**src/rtl/wrr_pkg.sv**
```systemverilog
// Shared constants and helpers for the weighted round-robin arbiter family.
package wrr_pkg;

  localparam int WRR_NUM_VC_DEF = 4;
  localparam int WRR_DATA_W_DEF = 4;
  localparam int WRR_WGT_W_DEF  = 3;

  localparam int VCHANEL0 = 0;
  localparam int VCHANEL1 = 1;
  localparam int VCHANEL2 = 2;
  localparam int VCHANEL3 = 3;

  // Index width for n channels; never narrower than one bit.
  function automatic int wrr_idx_w(input int n);
    return (n > 2) ? $clog2(n) : 1;
  endfunction

endpackage

```
**src/rtl/wrr_next_eligible.sv**
```systemverilog
// Rotating-priority finder: first set bit of eligible_i scanning start_i,
// start_i+1, ... modulo N.
module wrr_next_eligible
  import wrr_pkg::*;
#(
  parameter int N     = WRR_NUM_VC_DEF,
  parameter int IDX_W = wrr_idx_w(N)
) (
  input  logic [N-1:0]     eligible_i,
  input  logic [IDX_W-1:0] start_i,
  output logic             found_o,
  output logic [IDX_W-1:0] idx_o
);

  logic [IDX_W-1:0] cand_idx [N];
  logic [N-1:0]     cand_hit;

  for (genvar gi = 0; gi < N; gi++) begin : g_rot
    logic [IDX_W:0] sum;
    // One extra bit holds start+offset before the modulo-N fold.
    assign sum = {1'b0, start_i} + (IDX_W + 1)'(gi);
    assign cand_idx[gi] = (sum >= (IDX_W + 1)'(N)) ?
                          IDX_W'(sum - (IDX_W + 1)'(N)) : sum[IDX_W-1:0];
    assign cand_hit[gi] = eligible_i[cand_idx[gi]];
  end

  always_comb begin
    found_o = 1'b0;
    idx_o   = '0;
    for (int k = N - 1; k >= 0; k--) begin
      if (cand_hit[k]) begin
        found_o = 1'b1;
        idx_o   = cand_idx[k];
      end
    end
  end

endmodule

```
**src/rtl/wrr_arbiter_param.sv**
```systemverilog
// Weighted round-robin mux: pops one non-empty virtual channel per cycle,
// honouring per-channel burst credits and downstream back-pressure.
module wrr_arbiter_param
  import wrr_pkg::*;
#(
  parameter  int NUM_VC = WRR_NUM_VC_DEF,
  parameter  int DATA_W = WRR_DATA_W_DEF,
  parameter  int WGT_W  = WRR_WGT_W_DEF,
  localparam int IDX_W  = wrr_idx_w(NUM_VC)
) (
  input  logic                     clk,
  input  logic                     rst,
  input  logic                     enb,
  input  logic [NUM_VC*DATA_W-1:0] vc_data,
  input  logic [NUM_VC-1:0]        vc_empty,
  input  logic [NUM_VC*WGT_W-1:0]  vc_weight,
  input  logic                     dst_full,
  output logic [NUM_VC-1:0]        vc_pop,
  output logic [DATA_W-1:0]        data_out,
  output logic                     valid_out,
  output logic [IDX_W-1:0]         grant_idx
);

  localparam logic [IDX_W-1:0] LAST_IDX = IDX_W'(NUM_VC - 1);

  logic [DATA_W-1:0] data_arr [NUM_VC];
  logic [WGT_W-1:0]  wgt_arr  [NUM_VC];
  logic [NUM_VC-1:0] eligible;

  for (genvar gi = 0; gi < NUM_VC; gi++) begin : g_unpack
    assign data_arr[gi] = vc_data[gi*DATA_W +: DATA_W];
    assign wgt_arr[gi]  = vc_weight[gi*WGT_W +: WGT_W];
    assign eligible[gi] = !vc_empty[gi] && (wgt_arr[gi] != '0);
  end

  logic [IDX_W-1:0]  ptr_q, ptr_d;
  logic [WGT_W-1:0]  credit_q, credit_d;
  logic [DATA_W-1:0] data_q, data_d;
  logic              valid_q, valid_d;
  logic [IDX_W-1:0]  grant_q, grant_d;

  logic [IDX_W-1:0] scan_start;
  logic             scan_found;
  logic [IDX_W-1:0] scan_idx;
  logic             owner_keep;
  logic [IDX_W-1:0] sel;
  logic             go;

  // Scan begins just after the owner so the owner itself is tried last.
  assign scan_start = (ptr_q == LAST_IDX) ? '0 : ptr_q + 1'b1;

  wrr_next_eligible #(
    .N     (NUM_VC),
    .IDX_W (IDX_W)
  ) u_next (
    .eligible_i (eligible),
    .start_i    (scan_start),
    .found_o    (scan_found),
    .idx_o      (scan_idx)
  );

  assign owner_keep = eligible[ptr_q] && (credit_q != '0);
  assign sel        = owner_keep ? ptr_q : scan_idx;
  assign go         = enb && !rst && !dst_full && scan_found;

  always_comb begin
    vc_pop = '0;
    if (go) begin
      vc_pop[sel] = 1'b1;
    end
  end

  always_comb begin
    ptr_d    = ptr_q;
    credit_d = credit_q;
    data_d   = data_q;
    grant_d  = grant_q;
    valid_d  = go;
    if (go) begin
      data_d  = data_arr[sel];
      grant_d = sel;
      if (owner_keep) begin
        credit_d = credit_q - WGT_W'(1);
      end else begin
        // New burst: weight is sampled only here; leftover credit is dropped.
        ptr_d    = sel;
        credit_d = wgt_arr[sel] - WGT_W'(1);
      end
    end
  end

  always_ff @(posedge clk) begin
    if (rst) begin
      ptr_q    <= LAST_IDX;
      credit_q <= '0;
      data_q   <= '0;
      valid_q  <= 1'b0;
      grant_q  <= '0;
    end else begin
      ptr_q    <= ptr_d;
      credit_q <= credit_d;
      data_q   <= data_d;
      valid_q  <= valid_d;
      grant_q  <= grant_d;
    end
  end

  assign data_out  = data_q;
  assign valid_out = valid_q;
  assign grant_idx = grant_q;

endmodule
```
**config.mk**
```make
export PLATFORM = sky130hd
export DESIGN_NAME = wrr_arbiter_param
export DESIGN_NICKNAME = d
export VERILOG_FILES = /design/src/rtl/wrr_pkg.sv /design/src/rtl/wrr_next_eligible.sv /design/src/rtl/wrr_arbiter_param.sv
export SDC_FILE = /design/constraint.sdc
export NUM_CORES = 1
export LEC_CHECK = 0
export ABC_AREA = 1
export CAP_MARGIN = 20
export CORE_MARGIN = 1
export CORE_UTILIZATION = 43
export DETAILED_ROUTE_END_ITERATION = 8
export GPL_TIMING_DRIVEN = 0
export PLACE_DENSITY = 0.78
export SETUP_SLACK_MARGIN = 0.3
export SLEW_MARGIN = 10
export SYNTH_ARGS = -nofsm -noshare
export SYNTH_HDL_FRONTEND = slang
export SYNTH_SLANG_ARGS = --single-unit
```
**constraint.sdc**
```tcl
create_clock -name clk -period 3.3 [get_ports clk]
set_input_delay 0.495 -clock clk [delete_from_list [all_inputs] [get_ports clk]]
set_output_delay 0.495 -clock clk [all_outputs]
set_load 0.01 [all_outputs]
```
Yosys cells after proc, flatten, opt, wreduce, memory -nomap -nowiden:

Index checks and enable logic that the tools add are counted.

* flip-flop bits (word level): 12
* input bits: 36
* output and inout bits: 11

* equality and inequality tests: 1
* reductions and logical operators: 21
* add/sub/neg operators: 10
* bitwise logic cells: 2
* $lt $le $gt $ge: 12
* muxes and demuxes: 34

Operators with widths (count)
* 2-bit 2-to-1 mux: 10
* 2-bit by 3-bit < comparator with 1-bit output (second input constant): 6
* 3-bit nonzero test: 5
* 3-bit >= comparator (second input constant): 4
* 4-bit 2-to-1 mux: 3
* 1-bit binary-select mux with 2-bit select: 5
* 1-bit 2-to-1 mux: 10
* 1-bit logical AND: 9
* 3-bit 2-to-1 mux: 3
* 4-bit binary-select mux with 2-bit select: 1
* 2-bit by 1-bit subtractor with 2-bit output (second input constant): 4
* 2-bit by 2-bit adder with 3-bit output (second input constant): 2
* 3-bit binary-select mux with 2-bit select: 1
* 1-bit zero test: 6
* 3-bit by 1-bit subtractor with 3-bit output (second input constant): 2
* 2-bit by 1-bit adder with 3-bit output (second input constant): 1
* 2-bit by 3-bit >= comparator with 1-bit output (second input constant): 1
* 2-bit inverter with 3-bit output: 1
* 2-bit by 1-bit adder with 2-bit output (second input constant): 1
* 1-bit demux with 2-bit select: 1
* 2-bit == test (second input constant): 1
* 2-bit by 1-bit >= comparator with 1-bit output (second input constant): 1
* 2-bit AND reduction: 1
* 1-bit inverter: 1

Logic depth before layout (Yosys ltp):

* depth after elaboration: 18
* mapped depth: 24
* depth with buffers taken out: 24

Cells and area by module:

Synthesis repeated with hierarchy kept, for this count alone.

* cell total of the unflattened synthesis: 194
* area, all modules: 1142.3 um^2

By module, submodules not included
* wrr_arbiter_param: times used 1, area an instance 929.6 um^2, cells an instance 148, seq. area each 240.2 um^2
* wrr_next_eligible: times used 1, area an instance 212.7 um^2, cells an instance 46, seq. area each 0.0 um^2

Worst setup path after synthesis:

No wires, ideal clock.

* path type: reg-to-reg
* start point: register ptr_q[0]
* end point: register credit_q[2]
* data arrival time: 2.452 ns
* cell stages (with the launch flop): 21
* period minus slack after synthesis: 2.561 ns
* library setup time: 0.109 ns
* path buffers: 0
* path slack: 0.739 ns
* cells stage by stage: dfxtp_1 -> ha_1 -> inv_1 -> xor2_2 -> inv_2 -> nand2_1 -> nand2_2 -> o21bai_2 -> nand2_1 -> nand2_1 -> nand2_4 -> nor2_2 -> inv_1 -> o221ai_1 -> o21a_1 -> ha_1 -> inv_1 -> nand3_1 -> nand3_1 -> nand2_1 -> inv_1

* cells in the longest elaborated chain, start to end: 18
* elaborated cells between the ends (all ways): 45

RTL lines
* start: declaration: RTL line wrr_arbiter_param.sv:36 `logic [IDX_W-1:0] ptr_q, ptr_d;`
* start signal: assignment: RTL line wrr_arbiter_param.sv:100 `ptr_q <= ptr_d;`
* 2-bit by 1-bit adder with 2-bit output / 2-bit == test (equally long branches): RTL line wrr_arbiter_param.sv:50 `assign scan_start = (ptr_q == LAST_IDX) ? '0 : ptr_q + 1'b1;`
* 2-bit 2-to-1 mux: RTL line wrr_arbiter_param.sv:50
* 2-bit by 2-bit adder with 3-bit output: RTL line wrr_next_eligible.sv:21 `assign sum = {1'b0, start_i} + (IDX_W + 1)'(gi);`
* 3-bit >= comparator / 2-bit by 1-bit subtractor with 2-bit output (equally long branches): RTL line wrr_next_eligible.sv:22, wrr_next_eligible.sv:23
* 2-bit 2-to-1 mux: RTL line wrr_next_eligible.sv:22 `assign cand_idx[gi] = (sum >= (IDX_W + 1)'(N)) ?`
* 1-bit binary-select mux with 2-bit select: RTL line wrr_next_eligible.sv:24 `assign cand_hit[gi] = eligible_i[cand_idx[gi]];`
* 1-bit 2-to-1 mux (not written as such): RTL line wrr_next_eligible.sv:24
* 2-bit 2-to-1 mux (4 in a row): RTL line wrr_next_eligible.sv:31 `if (cand_hit[k]) begin`
* 2-bit 2-to-1 mux: RTL line wrr_arbiter_param.sv:63 `assign sel = owner_keep ? ptr_q : scan_idx;`
* 2-bit inverter with 3-bit output (not written as such): RTL line wrr_arbiter_param.sv:87 `credit_d = wgt_arr[sel] - WGT_W'(1);`
* 3-bit binary-select mux with 2-bit select: RTL line wrr_arbiter_param.sv:87
* 3-bit 2-to-1 mux (not written as such) (2 in a row): RTL line wrr_arbiter_param.sv:87
* 3-bit by 1-bit subtractor with 3-bit output: RTL line wrr_arbiter_param.sv:87
* 3-bit 2-to-1 mux: RTL line wrr_arbiter_param.sv:82 `if (owner_keep) begin`
* end signal: assignment: RTL line wrr_arbiter_param.sv:101 `credit_q <= credit_d;`
* end: declaration: RTL line wrr_arbiter_param.sv:37 `logic [WGT_W-1:0] credit_q, credit_d;`

Parallel ways exist; a longest one is shown, timed or not. The select of a mux whose other input is x is not followed.
A chain may end at the register's enable or synchronous reset.

Worst setup path after layout:

* start point: input port vc_weight[4]
* end point: output port vc_pop[0]

* cells in the longest elaborated chain, start to end: 14
* elaborated cells between the ends (all ways): 29

RTL lines
* start: declaration: RTL line wrr_arbiter_param.sv:16 `input logic [NUM_VC*WGT_W-1:0] vc_weight,`
* 3-bit nonzero test (*): RTL line wrr_arbiter_param.sv:33 `assign eligible[gi] = !vc_empty[gi] && (wgt_arr[gi] != '0);`
* 1-bit logical AND (*): RTL line wrr_arbiter_param.sv:33
* 1-bit binary-select mux with 2-bit select: RTL line wrr_next_eligible.sv:24
* 1-bit 2-to-1 mux (not written as such): RTL line wrr_next_eligible.sv:24
* 2-bit 2-to-1 mux (4 in a row): RTL line wrr_next_eligible.sv:31
* 2-bit 2-to-1 mux: RTL line wrr_arbiter_param.sv:63
* 2-bit by 3-bit < comparator with 1-bit output (not written as such) / 2-bit by 1-bit >= comparator with 1-bit output (equally long branches): RTL line wrr_arbiter_param.sv:69 `vc_pop[sel] = 1'b1;`
* 1-bit logical AND (not written as such): RTL line wrr_arbiter_param.sv:69
* 1-bit 2-to-1 mux (not written as such): RTL line wrr_arbiter_param.sv:69
* 1-bit demux with 2-bit select: RTL line wrr_arbiter_param.sv:69
* 4-bit 2-to-1 mux (*): RTL line wrr_arbiter_param.sv:68 `if (go) begin`
* end: declaration: RTL line wrr_arbiter_param.sv:18 `output logic [NUM_VC-1:0] vc_pop,`

Mark *: on every way between the ends. The rest lies on a longest branch, timed or not. The select of a mux whose other input is x is not followed.

==> impl_metrics.csv <==
group,metric,value,unit
place,place_inst,270,
global_routing,grt-busiest-layer,"met2",
cts,clock_latency,280,ps
setup_path,slowest_stage,"clkdlybuf4s50_1",
setup_path,r2r_slack,550,ps
global_routing,antenna_found_initial,0,
pwr,seqPwrFrac,0.226,
setup_path,r2r-start,"ptr_q[1]",
cts,clock-sinks,12,
sta,finClkSkew,4.92,ps
setup_path,cp.buffers_inverters,3,
pwr,ir_drop,0.324,mV
synthesis,syn_nets,232,
setup_path,required,2800,ps
synthesis,synth_top_cells_by_area,"dfxtp_1, nand2_1, nand3_1",
hold_path,hold_end,"grant_idx[1]",
cts,numCtsBuffers,3,
sta,setup_violations,0,
final_layout,layout-drive-gt1-share,0.261,
sta,grt_setup_unrepaired,"no",
routing,vias,1414,
routing,wl_per_cell,12.6,um
setup_path,start_kind,"input port",
global_routing,grt_max_degree,11,
setup_path,path_delay_family,"simple AND/OR/NAND/NOR gates",
cts,path_clk_slew,90,ps
setup_path,cp_max_fo,8,
setup_path,crit_path_start,"vc_weight[4]",
final_layout,final_nets,292,
hold_path,hp-class,"reg2reg",
pwr,p_sw,0.309,mW
pwr,combPwrFrac,0.606,
cts,holdBufCountCts,0,
synthesis,synthArstFlopShare,0,
floorplan,rows,18,
setup_path,worst_ep_arrival_time,2320,ps
floorplan,die_area,2970,sq um
final_layout,fin_util,0.736,
setup_path,critPathMaxStageDelay,470,ps
place,gp_congestion,0.827,
setup_path,worstReg2RegEnd,"credit_q[2]",
global_routing,met1_usage,0.314,
synthesis,synth_cells,194,
synthesis,ys_warn_count,0,
pwr,p_int,0.414,mW
place,dp_hpwl,2700,um
routing,drt-total-wl,3580,um
final_layout,diodes,0,
sta,fmax,355,MHz
hold_path,min_from,"grant_idx[1]",
synthesis,yosys.area.top_type,"dfxtp_1",
sta,slew_headroom,0.675,
synthesis,ys.flop_type,"dfxtp_1",
pwr,p_leak,0.919,nW
setup_path,end_kind,"output pin",
sta,min_period,2820,ps
final_layout,stdcell_count,283,
global_routing,grt_overflow,0,
setup_path,crit_chain,"clkdlybuf4s50_1 > nor2_1 > nand2_1 > nand3_1 > nand2_2 > nand2_1 > nand2_1 > nor2_1 > nand2_2 > nand2_4 > nand2_4 > nand2_8 > nor2_4 > inv_1 > nor2_1 > clkbuf_2",
sta,hold_viol_final,0,
global_routing,track_usage,0.257,
routing,dr.pass1.iters,4,
setup_path,critPathKind,"in2out",
cts,htree_levels,1,
synthesis,netlist_area,1190,sq um
final_layout,syn_to_final_growth,58.0,%
synthesis,syn_avg_cell_area,6.11,sq um
cts,clockBufferDepth,2,
setup_path,r2r_cells,22,
final_layout,mostFrequentLayoutCell,"nand2_1",
global_routing,use_met3,0.0306,
floorplan,initial_core_util,0.466,
synthesis,synth_top_area_frac,0.203,
global_routing,grt_pass1_vias,1281,
final_layout,nFillCells,214,
flow_run,maxCapViolCount,0,
sta,drv_slew,0,
global_routing,grt_pass1_wl,5430,um
routing,ant_nets,0,
pwr,p_clk_frac,0.169,
sta,worst_pin_slew,488,ps
synthesis,synth_edf_count,0,
pwr,p_sw_frac,0.427,
floorplan,pin_count,47,
place,portBuffers,46,
cts,clock-root-buffer,"clkbuf_4",
routing,drt_iter0_drc,40,
run_status,status,"complete, no violations",
routing,drc,0,
floorplan,die_y,54.5,um
routing,via_per_inst,5.00,
hold_path,hold_path_depth,2,
floorplan,die_x,54.5,um
synthesis,synth_seq_cells,12,
global_routing,grt_use_met2,0.457,
synthesis,netlist-cell-type-count,29,
floorplan,core,2540,sq um
pwr,pwr_density_cell,385,nW/um^2
cts,cts_tree,"yes",
final_layout,layout_common_cells,"nand2_1, clkdlybuf4s50_1, inv_1, nand3_1, nor2_1",
sta,finalCritPeriodShare,0.853,
synthesis,seq_area_frac_synth,0.203,
-- worst min-delay path: cells and delay by family, from the launching register on --
family / cells / cell delay [ps]
simple gates: 1 / 60
compound gates: 1 / 60
flops: 1 / 320
-- registers in the layout, summed over array words and instances (netlist names) --
signal and flops:
data_out 4, ptr_q 2, valid_out 1, credit_q 3
grant_idx 2
-- metrics by stage --
step                instance area [sq um]  setup slack (ps)  hold WS, ps  setup TNS (ps)  power, mW
global route                         1870               307          494               0      0.781
detailed placement                   1680              -279          463            -559      0.545
CTS                                  1770               106          475               0      0.686
finish                               1870               484          477               0      0.722
global placement                     1680              -290          456            -517      0.542
floorplan                            1190               739          463               0      0.433
-- worst max path at each step --
| stage | cells after the start | slack [ps] | end |
|---|---|---|---|
| finish | 16 | 480 | vc_pop[0] |
| global route | 21 | 310 | credit_q[2] |
| CTS | 14 | 110 | vc_pop[3] |
| detailed placement | 14 | -280 | vc_pop[0] |
| global placement | 14 | -290 | vc_pop[0] |
| floorplan | 20 | 740 | credit_q[2] |
-- power groups by stage --
stage / Sequential [mW] / Combinational, mW / Clock, mW
5_1_grt: 0.164 / 0.483 / 0.133
6_report: 0.163 / 0.437 / 0.122
3_5_place_dp: 0.167 / 0.378 / 0
4_1_cts: 0.164 / 0.397 / 0.125
3_3_place_gp: 0.167 / 0.375 / 0
2_1_floorplan: 0.168 / 0.265 / 0
-- area by class of cell --
type                       count  area (sq um)  area share
buffer                         2          8.76     0.00467
multi-input combinational    151           903       0.482
inverter                      29           111      0.0594
clock buffer                   4          36.3      0.0194
sequential                    12           248       0.132
tap                           30          37.5      0.0200
timing repair buffer          55           529       0.282
-- per-layer routing --
| layer | vias up | wire length, um |
|---|---|---|
| met1 | 647 | 1680 |
| met5 | - | 0 |
| met3 | 2 | 87 |
| met4 | 0 | 17 |
| met2 | 22 | 1800 |
| li1 | 743 | - |
-- Yosys cell counts (2+ instances only) --
cell type  number
a21oi_2         2
inv_2           3
a21oi_1         9
ha_1            2
nor2_1         18
a41oi_1         3
inv_1          25
nor2_4          3
nand2_1        60
nand3_2         2
o21ai_0         7
nand3_1        23
dfxtp_1        12
nand2_2         5
nand2_4         5
nand4_1         2
-- logic make-up after synthesis --
logic type               count (synthesis)  synth area share
adder cells (fa/ha/maj)                  2            0.0211
buffers and inverters                   31             0.101
AO/OA/AOI/OAI                           27             0.155
AND/OR/NAND/NOR                        121             0.506
XOR/XNOR                                 1            0.0137
flip-flops                              12             0.203
-- timing repair --
item	4_1_cts	5_1_grt
resized for setup	11	31
endpoints found under the setup margin	5	6
buffers inserted	3	6
pin swaps	1	13
cloned	0	0
No activity file was read; power rests on OpenSTA's default activity.
